## src/rtl/bus_io_port.sv

```systemverilog
// CPU-bus I/O port: circular TX FIFO toward an external sink and a one-word RX holding register.
// Define IO_PORT_STATUS_EN to enable status-word reads through status_out.
module bus_io_port #(
    parameter int DEPTH = 4
) (
    input  logic        clk,
    input  logic        rst,
    input  logic [15:0] bus_in,
    input  logic        port_in,
    input  logic        port_out,
    input  logic        status_out,
    output logic [15:0] bus_out,
    output logic        bus_drive,
    output logic        wait_req,
    output logic [15:0] tx_data,
    output logic        tx_valid,
    input  logic        tx_ready,
    input  logic [15:0] rx_data,
    input  logic        rx_valid,
    output logic        rx_ready
);

    localparam int PW = $clog2(DEPTH);
    localparam int CW = 5;

    typedef enum logic {RX_EMPTY = 1'b0, RX_FULL = 1'b1} rx_state_e;

    logic [15:0]   mem_q [DEPTH];
    logic [PW-1:0] rd_ptr_q, wr_ptr_q;
    logic [CW-1:0] count_q, count_d;
    logic          ovf_q, ovf_d;
    logic [15:0]   rx_hold_q;
    rx_state_e     rx_state_q, rx_state_d;

    logic full, push, pop, drop, rd_sel, status_sel, rx_full, capture;

    assign full     = (count_q == CW'(DEPTH));
    assign tx_valid = (count_q != '0);
    assign tx_data  = mem_q[rd_ptr_q];
    assign wait_req = full;

    // A pop frees the head slot in the same edge, so a full FIFO may still accept a push.
    assign pop    = tx_valid & tx_ready;
    assign push   = port_in & (~full | pop);
    assign drop   = port_in & full & ~pop;
    assign rd_sel = port_out & ~port_in;

`ifdef IO_PORT_STATUS_EN
    assign status_sel = status_out & ~port_in & ~port_out;
`else
    logic unused_status;
    assign status_sel    = 1'b0;
    assign unused_status = status_out ^ ovf_q;
`endif

    always_comb begin
        count_d = count_q;
        unique case ({push, pop})
            2'b10:   count_d = count_q + CW'(1);
            2'b01:   count_d = count_q - CW'(1);
            default: count_d = count_q;
        endcase
    end

    // A drop in the same cycle as a status read must leave the flag set.
    always_comb begin
        ovf_d = ovf_q;
        if (status_sel) ovf_d = 1'b0;
        if (drop)       ovf_d = 1'b1;
    end

    always_ff @(posedge clk) begin
        if (!rst) begin
            rd_ptr_q  <= '0;
            wr_ptr_q  <= '0;
            count_q   <= '0;
            ovf_q     <= 1'b0;
            rx_hold_q <= '0;
        end else begin
            if (push)    wr_ptr_q  <= wr_ptr_q + PW'(1);
            if (pop)     rd_ptr_q  <= rd_ptr_q + PW'(1);
            if (capture) rx_hold_q <= rx_data;
            count_q <= count_d;
            ovf_q   <= ovf_d;
        end
    end

    always_ff @(posedge clk) begin
        if (rst && push) mem_q[wr_ptr_q] <= bus_in;
    end

    always_ff @(posedge clk) begin
        if (!rst) rx_state_q <= RX_EMPTY;
        else      rx_state_q <= rx_state_d;
    end

    always_comb begin
        rx_state_d = rx_state_q;
        unique case (rx_state_q)
            RX_EMPTY: if (rx_valid) rx_state_d = RX_FULL;
            RX_FULL:  if (rd_sel)   rx_state_d = RX_EMPTY;
            default:  rx_state_d = RX_EMPTY;
        endcase
    end

    always_comb begin
        rx_full   = (rx_state_q == RX_FULL);
        rx_ready  = (rx_state_q == RX_EMPTY);
        capture   = rx_ready & rx_valid;
        bus_drive = rd_sel | status_sel;
        bus_out   = 16'h0000;
        if (rd_sel) begin
            if (rx_full) bus_out = rx_hold_q;
        end else if (status_sel) begin
            bus_out = {ovf_q, rx_full, 9'b0, count_q};
        end
    end

endmodule

```

## config.mk

```make
export PLATFORM = sky130hd
export DESIGN_NAME = bus_io_port
export DESIGN_NICKNAME = d
export VERILOG_FILES = /design/src/rtl/bus_io_port.sv
export SDC_FILE = /design/constraint.sdc
export NUM_CORES = 1
export LEC_CHECK = 0
export ABC_AREA = 1
export BUFFER_PORTS_ARGS = -buffer_cell sky130_fd_sc_hd__buf_2
export CAP_MARGIN = 20
export CORE_UTILIZATION = 25
export CTS_CLUSTER_SIZE = 14
export DETAILED_ROUTE_END_ITERATION = 7
export PLACE_DENSITY = 0.48
export RECOVER_POWER = 50
export SYNTH_ARGS = -nofsm -noshare
export SYNTH_HDL_FRONTEND = slang
export SYNTH_SLANG_ARGS = --single-unit
```

## constraint.sdc

```tcl
create_clock -name clk -period 2.56 [get_ports clk]
set_input_delay 0.128 -clock clk [delete_from_list [all_inputs] [get_ports clk]]
set_output_delay 0.128 -clock clk [all_outputs]
set_load 0.1 [all_outputs]
```

==> summary.md, run 1 <==
| Metric | Value |
|---|---|
| Core box area | `14700 um2` |
| Antenna cell count | `0` |
| Top_reg_cell synth | `edfxtp_1` |
| Setup violators final | `0` |
| Crit Reg-Reg Startpoint | `count_q[0]` |
| CP top delay family | `simple AND/OR/NAND/NOR gates` |
| Total gr overflow | `0` |
| Slowest stage cell, crit path | `fa_1` |
| Syn nets | `411` |
| Die width | `125 um` |
| Die area | `15700 um2` |
| Cells along the critical path | `nor2_2, nand4_1, nand2_2, ha_1, inv_1, fa_1, inv_1, nand2_1, nand2_1, nand2_1, nand2_1, nand2_1, nand2_1, a21oi_1` |
| Clk buf depth | `2` |
| Postcts setup bufs | `0` |
| FP Rows | `44` |
| Reg area | `2480 um2` |
| Critical R2R Capture | `count_q[4]` |
| Largest net degree at the start of global routing | `33` |
| Count of different cell masters after synthesis | `30` |
| EDFF count, synth | `64` |
| CP arrival | `2.41 ns` |
| Failing checks | `DRC` |
| Most common cell in the netlist | `nor2_1` |
| Fillers | `1533` |
| Max-Cap Viols | `0` |
| Warnings from Yosys | `0` |
| Period minus WS final | `2.19 ns` |
| Leading area contributor after synthesis | `edfxtp_1` |
| CP peak stage delay | `0.42 ns` |
| Hold Path End | `rx_hold_q[2]` |
| CTS sink count | `92` |
| Initial drt markers | `108` |
| Ports | `75` |
| DP HPWL | `5420 um` |
| CTS resizes | `0` |
| Worst endpoint required time | `2.78 ns` |
| Critical path class | `reg2reg` |
| Synth top area cells | `edfxtp_1, dfxtp_1, nor2_1` |
| Placed Cells | `612` |
| Vias in the first global route | `2675` |
| R2R Setup Slk | `0.37 ns` |
| Port Buffer Count | `73` |
| Initial core utilization | `25.8%` |
| Crit path launch type | `register` |
| Multi-input logic area | `1110 um2` |
| Non-Filler Instances | `639` |
| Htree depth | `3` |
| Post-route ant nets | `0` |
| Fin nets | `498` |
| CTS buffer count | `9` |
| Clock transition at path regs | `0.06 ns` |
| Layout area overhead | `24.5%` |
| Vias per cell | `4.26` |
| Post-Route WL | `8350 um` |
| HP Start | `rx_data[2]` |
| RSZ-0062 raised after global routing | `false` |
| Final Hold Viols | `0` |
| Skew final | `0.00544 ns` |
| Critical path startpoint | `count_q[0]` |
| Post-synth top cells | `nor2_1, edfxtp_1, o21ai_0, nand2_1, dfxtp_1` |
| Power Dens Cells | `1090 nW/um2` |
| Worst VDD drop | `412 uV` |
| Vias | `2722` |
| Leak | `1.84 nW` |
| DR pass1 iterations | `6` |
| CP endpoint kind | `register` |
| CTS tree | `built` |
| Hold crit path type | `in2reg` |
| GRT Total Usage | `11.3%` |
| Share of the synthesized area in the top cell type | `50.6%` |
| DR WL/cell | `13.1 um` |
| Insertion delay to the later sink of the worst-skew pair | `0.34 ns` |
| Critical-path maximum fanout | `5` |
| CTS Root Cell | `clkbuf_16` |
| Fmax | `456 MHz` |
| Setup TNS | `0 ns` |
| Routability Congestion | `0.756` |
| Worst R2R Path Depth | `14` |
| Outcome | `finished with violations` |
| Seq/Total Area, Yosys | `65.4%` |
| Layout cells sized above 1 | `19.6%` |
| Hold Crit Depth | `3` |
| Cell mode on critical path | `nand2_1` |
| Ys async rst share | `0%` |
| Mapped Area | `3800 um2` |
| Number of antenna violations at the first check in global routing | `0` |
| Die H | `125 um` |
| Slew Limit Fails | `0` |
| First-pass GRT wire length | `13600 um` |
| Critical path buffers and inverters | `2` |
| Mapped Cells | `363` |
| Synth Register Bits | `92` |
| Worst Tran Pin Value | `1.18 ns` |
| DRC viols | `6` |
| Final critical-path share of the clock period | `85.7%` |
| Post-Syn Area per Cell | `10.5 um2` |
| Slew headroom | `21.5%` |
[cells in the final DEF, fill, tap and decap left out]
master / netlist / routed
a21oi_1: 9 / 9
and3_2: 1 / 1
buf_2: 6 / 55
buf_4: 1 / 6
bufinv_16: 0 / 1
clkbuf_1: 4 / 20
clkbuf_16: 0 / 9
clkinv_2: 1 / 2
clkinvlp_2: 0 / 1
clkinvlp_4: 0 / 1
dfxtp_1: 28 / 28
dlygate4sd3_1: 0 / 11
edfxtp_1: 64 / 64
fa_1: 1 / 1
ha_1: 8 / 8
inv_1: 20 / 21
inv_2: 3 / 2
inv_4: 2 / 1
inv_6: 0 / 2
inv_8: 0 / 1
nand2_1: 34 / 36
nand2_2: 4 / 3
nand3_1: 5 / 6
nand4_1: 0 / 1
nor2_1: 92 / 91
nor2_2: 2 / 3
o21ai_0: 49 / 49
o21ai_1: 3 / 3
o22ai_1: 16 / 16
or2_2: 1 / 1
xnor2_1: 1 / 1
xor2_1: 1 / 1
[layer usage]
metal	track usage [%]	part of all wire [%]
met3	3.68	5.8
met5	0	0
met4	3.44	1.3
met2	19.2	48
met1	13.6	45
[layout make-up]
class | count | share of cell area (%)
clock inverter | 6 | 1.51
multi-input combinational | 230 | 23.4
inverter | 26 | 2.17
sequential | 92 | 52.5
clock buffer | 10 | 4.85
tap | 184 | 4.87
timing repair buffer | 91 | 10.6
[worst max path at each step]
stage,end,depth (start not counted)
floorplan,bus_out[10],5
global placement,count_q[4],14
detailed placement,count_q[4],14
CTS,count_q[4],14
global route,count_q[4],13
finish,count_q[4],14
[sequential cells by signal (all words and copies together) (netlist names), named ones only]
signal     flops
rd_ptr_q       2
mem_q         64
rx_hold_q     16
wr_ptr_q       2
count_q        5
rx_full        1
[worst register-to-register path, delay by kind of cell (launching register included)]
family	cells	cell delay, ns
simple gates	9	0.82
fa+ha+maj	2	0.68
flops	1	0.33
buf+inv	2	0.18
compound gates	1	0.05
[cells by family after synthesis]
family | share of synthesized area (%)
buf+inv | 4.94
flops | 65.4
xor+xnor | 0.462
simple gates | 15.4
compound gates | 10.7
fa+ha+maj | 3.16
[metrics by stage]
step | utilization (%) | instance area, um2 | total power [mW] | setup slack (ns) | hold slack [ns]
floorplan | - | 3800 | 3.52 | -0.186 | 0.227
global placement | 29.7 | 4360 | 3.88 | 0.458 | 0.347
detailed placement | 29.7 | 4360 | 3.90 | 0.391 | 0.350
CTS | 32.5 | 4770 | 5.26 | 0.377 | 0.00116
global route | 32.1 | 4720 | 5.44 | 0.0769 | 0.0490
finish | 32.1 | 4720 | 5.16 | 0.365 | 0.0370
[repair_timing]
item	in CTS	in global routing
endpoints found under the hold margin	38	0
setup endpoints to repair	0	0
hold buffers	11	0
[where the power goes]
group | internal (mW) | switching [mW]
clock network | 0.769 | 0.562
registers | 1.71 | 0.0727
logic | 0.384 | 1.66
(Power assumes the default switching activity.)
==> run 2: changes to the inputs <==
Settings changed: PLACE_DENSITY 0.48 to unset, PLACE_DENSITY_LB_ADDON set to 0.12.
==> run 2 against run 1 <==
Effect of this change:
- the flow still finishes with violations (DRC)
- non-clock buffer count up 3
- first-iteration DRC count up 47%
- register-to-register slack about the same
- cell count up 0.63%
- critical path depth unchanged
- routed wire length up 1.5%
- core utilization up 0.24 points
- via count up 1.5%
- flip-flop and latch count unchanged
- clock power about the same
- critical endpoint unchanged
==> summary.md, run 2 (same netlist as run 1, synthesis figures left out) <==
| Metric | Value |
|---|---|
| Clk buf depth | `2` |
| Hold Crit Depth | `3` |
| Max reg flops | `64` |
| Hold crit path type | `in2reg` |
| Vias | `2762` |
| Postcts setup bufs | `0` |
| CTS buffer count | `9` |
| Final Hold Viols | `0` |
| Non-Filler Instances | `643` |
| DR pass1 iterations | `8` |
| Post-route ant nets | `0` |
| Failing checks | `DRC` |
| Initial core utilization | `25.8%` |
| Die width | `125 um` |
| First-pass GRT wire length | `13900 um` |
| CTS Root Cell | `clkbuf_16` |
| Layout cells sized above 1 | `19.2%` |
| Critical R2R Capture | `count_q[4]` |
| CP endpoint kind | `register` |
| Vias per cell | `4.30` |
| RSZ-0062 raised after global routing | `false` |
| Power, Total | `5.16 mW` |
| Ports | `75` |
| Cells along the critical path | `nor2_2, nand4_1, nand2_2, ha_1, inv_1, fa_1, inv_1, nand2_1, nand2_1, nand2_1, nand2_1, nand2_1, nand2_1, a21oi_1` |
| Port Buffer Count | `73` |
| Worst R2R Path Depth | `14` |
| CP arrival | `2.41 ns` |
| FP Rows | `44` |
| Top flop regs | `mem_q (64), rx_hold_q (16), count_q (5)` |
| Final WS setup | `0.380 ns` |
| HP Start | `rx_data[11]` |
| Die H | `125 um` |
| Core box area | `14700 um2` |
| Fillers | `1505` |
| Most frequent cells in the layout | `nor2_1, edfxtp_1, buf_2` |
| Skew final | `0.00774 ns` |
| Layout area overhead | `25.4%` |
| Clock transition at path regs | `0.06 ns` |
| Die area | `15700 um2` |
| Min Hold Slack | `0.0365 ns` |
| R2R Setup Slk | `0.38 ns` |
| Power Dens Cells | `1080 nW/um2` |
| Leak | `1.85 nW` |
| Htree depth | `3` |
| Hold Path End | `rx_hold_q[11]` |
| Fin util | `32.4%` |
| Cell mode on critical path | `nand2_1` |
| Outcome | `finished with violations` |
| Max-Cap Viols | `0` |
| Final critical-path share of the clock period | `85.2%` |
| Fmax | `459 MHz` |
| DRC viols | `4` |
| Critical path class | `reg2reg` |
| CTS tree | `built` |
| Critical-path maximum fanout | `5` |
| Worst Tran Pin Value | `1.19 ns` |
| CP peak stage delay | `0.41 ns` |
| Initial drt markers | `159` |
| CTS resizes | `0` |
| CTS sink count | `92` |
| Period minus WS final | `2.18 ns` |
| Post-Route WL | `8480 um` |
| DR WL/cell | `13.2 um` |
| Slew Limit Fails | `0` |
| Routability Congestion | `0.753` |
| Worst VDD drop | `470 uV` |
| Fin nets | `501` |
| Slew headroom | `21.2%` |
| Post-CTS Hold Fix Bufs | `15` |
| Setup violators final | `0` |
| Placed Cells | `611` |
| DP HPWL | `5310 um` |
| Crit Reg-Reg Startpoint | `count_q[4]` |
| Commonest non-fill, non-tap cell in the layout | `nor2_1` |
| Vias in the first global route | `2782` |
| DP Worst Slack | `0.398 ns` |
| Number of antenna violations at the first check in global routing | `1` |
| Total gr overflow | `0` |
| Insertion delay to the later sink of the worst-skew pair | `0.35 ns` |
| Worst endpoint required time | `2.79 ns` |
| Largest net degree at the start of global routing | `33` |
| Crit path launch type | `register` |
| GRT Total Usage | `11.6%` |
| Slowest stage cell, crit path | `fa_1` |
| Reg with most FFs | `mem_q` |
## run 2: cell count changes in the layout (fill, tap and decap cells not counted), sizes merged
cell | previous run | this run
buf | 61 | 59
inv | 27 | 25
diode | 0 | 1
dlygate4sd3 | 11 | 15
clkbuf | 29 | 31
clkinv | 2 | 3
## run 2: cell type report
type | count | area [um2] | area share, %
antenna | 1 | 2.50 | 0.0526
clock inverter | 5 | 60.1 | 1.26
clock buffer | 11 | 243 | 5.10
tap | 184 | 230 | 4.84
sequential | 92 | 2480 | 52.2
inverter | 26 | 103 | 2.16
timing repair buffer | 94 | 532 | 11.2
multi-input combinational | 230 | 1110 | 23.3
## run 2: worst max path at each step
stage               startpoint           to  cells after the start  slack (ns)
CTS                 count_q[4]   count_q[4]                     14        0.38
global placement    count_q[4]   count_q[4]                     14        0.41
detailed placement  count_q[0]   count_q[4]                     14        0.40
finish              count_q[4]   count_q[4]                     14        0.38
global route        count_q[4]   count_q[4]                     13        0.09
floorplan             port_out  bus_out[10]                      5       -0.19
## run 2: per-stage QoR
stage                     cell area [um2]  setup TNS (ns)
after global routing                 4760               0
final                                4760               0
after detailed placement             4360               0
after global placement               4360               0
after floorplan                      3800           -1.93
after CTS                            4810               0
## run 2: routing by layer
layer	wire (um)	GRT usage (%)
met2	3890	19.2
met1	3980	13.8
met4	128	4.52
met5	0	0
met3	475	4.19
## run 2: where the power goes
part | internal (mW) | switching, mW
Clock | 0.786 | 0.549
Sequential | 1.71 | 0.0842
Combinational | 0.382 | 1.65
Total | 2.88 | 2.29
## run 2: worst max-delay path, delay by kind of cell (launching register included)
kind            cells  cell delay [ns]
compound gates      1             0.05
simple gates        9             0.81
flops               1             0.34
buf+inv             2             0.18
fa+ha+maj           2             0.68
